--- config.mk ---
export PLATFORM = sky130hd
export DESIGN_NAME = decoder_flat
export DESIGN_NICKNAME = d
export VERILOG_FILES = /design/src/rtl/decoder_if.sv /design/src/rtl/decoder.sv /design/src/flat_wrapper.sv
export SDC_FILE = /design/constraint.sdc
export NUM_CORES = 1
export LEC_CHECK = 0
export CORE_AREA = 8 8 45 47
export CTS_BUF_LIST = sky130_fd_sc_hd__clkbuf_16
export CTS_CLUSTER_DIAMETER = 30
export DETAILED_ROUTE_END_ITERATION = 8
export DIE_AREA = 0 0 53 55
export GPL_TIMING_DRIVEN = 0
export HOLD_SLACK_MARGIN = 0.05
export MAX_ROUTING_LAYER = met4
export PLACE_DENSITY = 0.39
export SLEW_MARGIN = 20
export SYNTH_ARGS = -nofsm -noshare
export SYNTH_HDL_FRONTEND = slang
export SYNTH_SLANG_ARGS = --single-unit
--- constraint.sdc ---
create_clock -name clk -period 1.3 [get_ports clk]
set_clock_uncertainty 0.1 [all_clocks]
set_input_delay 0.195 -clock clk [delete_from_list [all_inputs] [get_ports clk]]
set_output_delay 0.195 -clock clk [all_outputs]
set_load 0.05 [all_outputs]
--- src/rtl/decoder_if.sv ---
// Bit-serial link between the serial receiver and the parity checker:
// the incoming line bit plus the forwarded data bit and frame error flag.
interface decoder_if;
    logic datain;
    logic data;
    logic res;

    modport master (
        output datain,
        input  data,
        input  res
    );

    modport slave (
        input  datain,
        output data,
        output res
    );
endinterface

--- src/rtl/decoder.sv ---
// Serial parity checker: forwards FRAME_LEN-1 data bits per frame and flags a
// parity error on the edge that samples each frame's trailing parity bit.
module decoder #(
    parameter int FRAME_LEN  = 8,
    parameter bit PARITY_ODD = 1'b0
) (
    input  logic     clk,
    input  logic     rst,
    decoder_if.slave bus
);
    localparam int               CNT_W     = $clog2(FRAME_LEN);
    localparam logic [CNT_W-1:0] LAST_SLOT = CNT_W'(FRAME_LEN - 1);

    logic [CNT_W-1:0] r_cnt;
    logic             r_acc;
    logic             r_data;
    logic             r_res;
    logic             w_parity_slot;

    assign w_parity_slot = (r_cnt == LAST_SLOT);

    // NOTE: non-blocking assignments make every branch below read the
    // pre-edge r_acc/r_cnt, so res folds in the parity bit exactly once.
    always_ff @(posedge clk) begin
        if (rst) begin
            r_cnt  <= '0;
            r_acc  <= 1'b0;
            r_data <= 1'b0;
            r_res  <= 1'b0;
        end else if (w_parity_slot) begin
            r_res  <= r_acc ^ bus.datain ^ PARITY_ODD;
            r_data <= 1'b0;
            r_acc  <= 1'b0;
            r_cnt  <= '0;
        end else begin
            r_acc  <= r_acc ^ bus.datain;
            r_data <= bus.datain;
            r_cnt  <= r_cnt + CNT_W'(1);
        end
    end

    assign bus.data = r_data;
    assign bus.res  = r_res;
endmodule

--- src/flat_wrapper.sv ---
// flat-port wrapper written by rule: the top's interface ports become plain ports
module decoder_flat 
#(
    parameter int FRAME_LEN  = 8,
    parameter bit PARITY_ODD = 1'b0
)
  (clk, rst, bus_datain, bus_data, bus_res);
  decoder_if bus_i ();
  input  logic clk;
  input  logic rst;
  input wire logic [$bits(bus_i.datain)-1:0] bus_datain;
  output wire logic [$bits(bus_i.data)-1:0] bus_data;
  output wire logic [$bits(bus_i.res)-1:0] bus_res;
  assign bus_i.datain = bus_datain;
  assign bus_data = bus_i.data;
  assign bus_res = bus_i.res;
  decoder #(.FRAME_LEN(FRAME_LEN), .PARITY_ODD(PARITY_ODD)) u_core (.clk(clk), .rst(rst), .bus(bus_i));
endmodule
==> impl_metrics.env <==
export IMPL_grt_pass1_vias=135
export IMPL_yosysWarnings=0
export IMPL_drtIter0Drc=2
export IMPL_setup_worst_path_class="reg2out"
export IMPL_syn_cell_area_um2=204
export IMPL_p_sw_share_pct=15.5
export IMPL_placement_cell_area_um2=264
export IMPL_core_area_um2=1380
export IMPL_final_max_slew_viol_count=0
export IMPL_totalWireLength_um=347
export IMPL_grt_pass1_wl_um=586
export IMPL_fin_crit_sh_pct=93.2
export IMPL_status="completed"
export IMPL_internal_power_uw=611
export IMPL_finalSetupViolCount=0
export IMPL_first_pass_iters=2
export IMPL_io_buffers=4
export IMPL_syn_nets=22
export IMPL_tightest_slew_ns=0.285
export IMPL_vias_per_cell=3.48
export IMPL_ys_ff_latch=6
export IMPL_powerDensity_nw_per_um2=2100
export IMPL_drive_gt1_share_pct=33.3
export IMPL_max_stage_delay_ns=0.37
export IMPL_p_clk_share_pct=66.5
export IMPL_syn_inst=17
export IMPL_worst_slack_ns=0.0886
export IMPL_wl_met3_um=39
export IMPL_ant_nets=0
export IMPL_dp_slack_ns=-0.114
export IMPL_pwr_share_seq_pct=28.1
export IMPL_post_cts_setup_buffers=0
export IMPL_hold_path_class="reg2reg"
export IMPL_area_delta_synth_final_pct=68.7
export IMPL_route_met2_wl_um=110
export IMPL_pwr_share_comb_pct=5.4
export IMPL_cp_data_arrival_time_ns=0.92
export IMPL_synth_area_per_cell_um2=12.0
export IMPL_critPathRequiredTime_ns=1.00
export IMPL_final_common_cell="dfxtp_1"
export IMPL_worstPathBufferInverterCount=1
export IMPL_crit_fanout=2
export IMPL_final_nets=31
export IMPL_antenna_found_initial=0
export IMPL_start_util_pct=14.7
export IMPL_endpoint_kind="output port"
export IMPL_vias=139
export IMPL_cts_buffers=3
export IMPL_hold_viol=0
export IMPL_dieArea_um2=2920
export IMPL_crit_family="buffers and inverters"
export IMPL_wl_met1_um=198
export IMPL_p_total_uw=723
export IMPL_htreeDepth=1
export IMPL_dr_max_layer_used="met3"
export IMPL_gp_congestion=0.540
export IMPL_cts_tree="yes"
export IMPL_grt_setup_unrepaired="false"
export IMPL_layout_common_cells="dfxtp_1, clkbuf_16"
export IMPL_diodes=0
export IMPL_clk_path_buf_depth=2
export IMPL_slew_headroom_pct=81.1
export IMPL_fin_crit_ns=1.21
export IMPL_p_leak_nw=0.140
export IMPL_cts_root_buf="clkbuf_16"
export IMPL_drc=0
export IMPL_cts_sinks=6
export IMPL_dieWidth_um=53
export IMPL_fin_util_pct=24.9
export IMPL_placementRows=14
export IMPL_crit_path_cell_trace="clkdlybuf4s15_2"
export IMPL_irDropWorstVdd_v=0.00143
export IMPL_grt_use_total_pct=3.15
export IMPL_switching_power_uw=112
export IMPL_fin_area_um2=344
export IMPL_cp_start_kind="register"
export IMPL_avgRoutedWirePerCell_um=8.68
export IMPL_overflow=0
export IMPL_synth_seq_area_share_pct=58.9
export IMPL_dp_hpwl_um=265
export IMPL_yosysUniqueCellTypes=8
export IMPL_slowest_stage="clkdlybuf4s15_2"
export IMPL_io_pins=5
export IMPL_grt_max_degree=6
export IMPL_clk_insertion_delay_late_ns=0.22
export IMPL_die_y_um=55
export IMPL_path_clk_slew_ns=0.03
export IMPL_fmax_mhz=826
export IMPL_drv_cap=0
## what timing repair did
action / CTS / global route
hold buffers: 0 / 0
cloned: 0 / 0
gates resized for setup: 6 / 1
setup endpoints to repair: 2 / 3
## per-stage QoR
step           std cells  setup TNS (ns)  hold slack [ns]
2_1_floorplan         17               0            0.160
6_report              40               0            0.322
5_1_grt               40               0            0.340
3_5_place_dp          37          -0.206            0.322
3_3_place_gp          37          -0.181            0.308
4_1_cts               40               0            0.326
## cells in the mapped netlist, drive strengths merged
library cell / count / area, µm²
xnor2: 1 / 8.76
dfxtp: 6 / 120
and2: 3 / 20.0
nor3: 2 / 10.0
nor2: 2 / 7.51
ha: 2 / 25.0
a211oi: 1 / 12.5
## power by group through the flow
stage	combinational, mW	clock (mW)	sequential (mW)
2_1_floorplan	0.0175	0	0.212
3_3_place_gp	0.0378	0	0.205
3_5_place_dp	0.0389	0	0.206
4_1_cts	0.0391	0.489	0.204
5_1_grt	0.0454	0.505	0.204
6_report	0.0390	0.481	0.204
## cell type report
| class | count | area [µm²] |
|---|---|---|
| fillers | 146 | 1040 |
| multi-input cells | 11 | 86.3 |
| clock buffers | 3 | 75.1 |
| well taps | 16 | 20.0 |
| repair buffers | 4 | 42.5 |
| flip-flops and latches | 6 | 120 |
## flip-flops by register name, summed over array words and instances (netlist names)
| signal | cells |
|---|---|
| u_core.r_cnt | 3 |
| u_core.bus.data | 1 |
| u_core.r_acc | 1 |
| u_core.bus.res | 1 |
## layer usage
layer	global-route usage [%]	vias to the layer above
li1	-	72
met1	3.50	62
met2	2.73	5
met3	4.28	0
met4	1.29	0
met5	-	-
## cells by family (layout without fill, tap and decap cells)
kind of cell	Yosys count	count (layout)	share of synthesized area [%]
compound gates	1	1	6.13
simple gates	7	7	18.4
fa+ha+maj	2	2	12.3
flops	6	6	58.9
xor+xnor	1	1	4.30
buf+inv	0	7	0
## final timing paths
kind | start | end | slack, ns | cells after the start
min reg2reg | u_core.r_cnt[0]$_SDFF_PP0_ | u_core.r_cnt[0]$_SDFF_PP0_ | 0.32 | 1
max reg2reg | u_core.r_cnt[0]$_SDFF_PP0_ | u_core.bus.data$_SDFF_PP0_ | 0.10 | 4
min | u_core.r_cnt[0]$_SDFF_PP0_ | u_core.r_cnt[0]$_SDFF_PP0_ | 0.32 | 1
max | u_core.bus.res$_SDFFE_PP0N_ | bus_res | 0.09 | 1
## worst reg2reg max path, cell delays in order, from the launching register on
cell and delay (ns):
dfxtp_1 0.32, ha_1 0.15, ha_1 0.25, nor2_2 0.08
and2_2 0.19
(Power assumes the default switching activity.)
==> RTL change: new RTL, config.mk and constraints unchanged <==
`PARITY_ODD` is set to 1'b0 in 2 places; all go to 1'b1.
--- a/src/rtl/decoder.sv
+++ b/src/rtl/decoder.sv
@@ -2,7 +2,7 @@
 // parity error on the edge that samples each frame's trailing parity bit.
 module decoder #(
     parameter int FRAME_LEN  = 8,
-    parameter bit PARITY_ODD = 1'b0
+    parameter bit PARITY_ODD = 1'b1
 ) (
     input  logic     clk,
     input  logic     rst,
--- a/src/flat_wrapper.sv
+++ b/src/flat_wrapper.sv
@@ -2,7 +2,7 @@
 module decoder_flat 
 #(
     parameter int FRAME_LEN  = 8,
-    parameter bit PARITY_ODD = 1'b0
+    parameter bit PARITY_ODD = 1'b1
 )
   (clk, rst, bus_datain, bus_data, bus_res);
   decoder_if bus_i ();
Formal check against the unedited RTL: not equivalent (a bounded check fails within 10 cycles, from zero or initial values and one cycle with rst high).
==> RTL change against the original RTL <==
  * Routed wire length grew 1.7%
  * Final area grew 1.1%
  * Sequential cell count is the same
  * Synthesized area grew 1.8%
  * Non-clock buffer count is the same
  * Setup slack gained 0.0082 ns
  * Total power grew 0.68%
==> RTL change: results (changes against the original RTL) <==
** Outcome
- Status :: completed

** Global routing
- Overall fraction of global-route tracks in use :: 3.84% (+0.68 points)
- Number of global-route vias before repair :: 144 (+6.7%)
- Met2 track demand over resource in global routing :: 3.91% (+1.2 points)
- The wire length of the first global-routing pass was 696 um (+19%).
- The global-route met1 utilization was 3.52% (+0.016 points).
- The global-route congestion overflow total came to 0 (unchanged).
- The pin count of the biggest net entering global routing is 6 (unchanged).

** Drt
- Via density per instance :: 3.61 (+3.9%)
- Detailed-routed wire length on met3 :: 61 um (+56%)
- The routed wire length is 353 um (+1.7%).
- The detailed-route via count came to 148 (+6.5%).
- Met2 Routed Length :: 121 um (+10%)
- Router iterations before antenna repair :: 2 (unchanged)
- Drt first-iter violations :: 1 (-1)
- Total routed wire length on the met1 layer :: 170 um (-14%)

** Final layout
- Top reg by flops :: u_core.r_cnt
- The number of flip-flops in the largest register came to 3 (unchanged).
- Ratio of cells with drive above 1 in the final layout :: 28.0% (-5.3 points)
- The final antenna diode count came to 0 (unchanged).
- Number of nets at the end of the flow :: 32 (+3.2%)

** Setup path
- The endpoint identified for the worst register-to-register timing path is u_core.bus.res.
- Max stage delay on crit path :: 0.30 ns (-0.07 ns)
- Worst Setup Start Kind :: flip-flop
- The critical path ends at u_core.bus.res.
- Among all stages on the critical path, the largest delay is contributed by dfxtp_1.
- Data arrival at the endpoint of the critical path :: 1.27 ns (+0.35 ns)
- The number of cells on the worst reg-to-reg path is 4 (unchanged).
- Crit Path Max Fanout :: 5 (+3)
- Kind of cell adding the most delay to the critical path :: adder cells

** Clock network
- The latest clock arrival within the worst-skew pair is 0.22 ns (about the same).
- Maximum count of clock buffers along a single path :: 2 (unchanged)
- The H-tree depth was 1 (unchanged).
- Num CTS Buffers :: 3 (unchanged)
- Post-CTS Setup Bufs :: 0 (unchanged)

** Timing
- Relative slew margins :: 81.3% (+0.14 points)
- The worst hold-check slack came to 0.323 ns (+0.00121 ns).
- Portion of the clock cycle consumed by the worst path in the final layout :: 92.6% (-0.63 points)

** Synth
- Post-synthesis compound-gate area fraction :: 4.22% (-1.9 points)
- Synthesized area per cell :: 11.5 um2 (-3.8%)
- Number of distinct library cells after synthesis :: 10 (+2)
- Number of nets produced by synthesis :: 23 (+4.5%)
- Post-synthesis share of cell area spent on full adders, half adders and majority gates :: 12.0% (-0.22 points)
- Cell types occupying the most area after synthesis :: dfxtp_1 58%, ha_1 12%, and2_1 6.0%
- By count the netlist is led by 6 x dfxtp_1, 2 x and2_1, 2 x ha_1, 2 x nor3_1.
- Synthesized-area fraction occupied by xor and xnor cells :: 4.22% (-0.078 points)
- Share of synthesized area occupied by flip-flops and latches :: 57.8% (-1.1 points)

** Min path
- Worst hold endpoint :: u_core.r_cnt[0]

** Placed design
- The pre-CTS setup slack is -0.105 ns (+0.00929 ns).
- The total placed cells including tap cells came to 38 (+2.7%).
- Area post-placement :: 268 um2 (+1.4%)
- The global placement routability congestion was 0.604 (+12%).

** Pwr
- The worst IR drop on VDD came to 0.851 mV (-40%).
- LEAKAGE :: 0.000148 uW (+5.5%)
- Internal power :: 611 uW (about the same)
-- RTL change: layout make-up --
| cell class | count | area, um2 |
|---|---|---|
| timing repair buffer | 4 | 42.5 |
| clock buffer | 3 | 75.1 |
| inverter | 1 | 3.75 |
| multi-input combinational | 11 | 86.3 |
| fill | 142 | 1040 |
| tap | 16 | 20.0 |
| sequential | 6 | 120 |
-- RTL change: power groups by stage --
| stage | Sequential (uW) | Combinational, uW | Clock [uW] |
|---|---|---|---|
| floorplan | 211 | 16.9 | 0 |
| finish | 203 | 38.9 | 486 |
| global placement | 205 | 37.3 | 0 |
| detailed placement | 206 | 38.8 | 0 |
| CTS | 203 | 39.3 | 501 |
| global route | 204 | 45.3 | 511 |
-- RTL change: cell families (layout without fill, tap and decap cells) --
| logic type | after synthesis | count (layout) |
|---|---|---|
| compound gates | 1 | 1 |
| xor+xnor | 1 | 1 |
| buf+inv | 1 | 8 |
| flops | 6 | 6 |
| fa+ha+maj | 2 | 2 |
| simple gates | 7 | 7 |
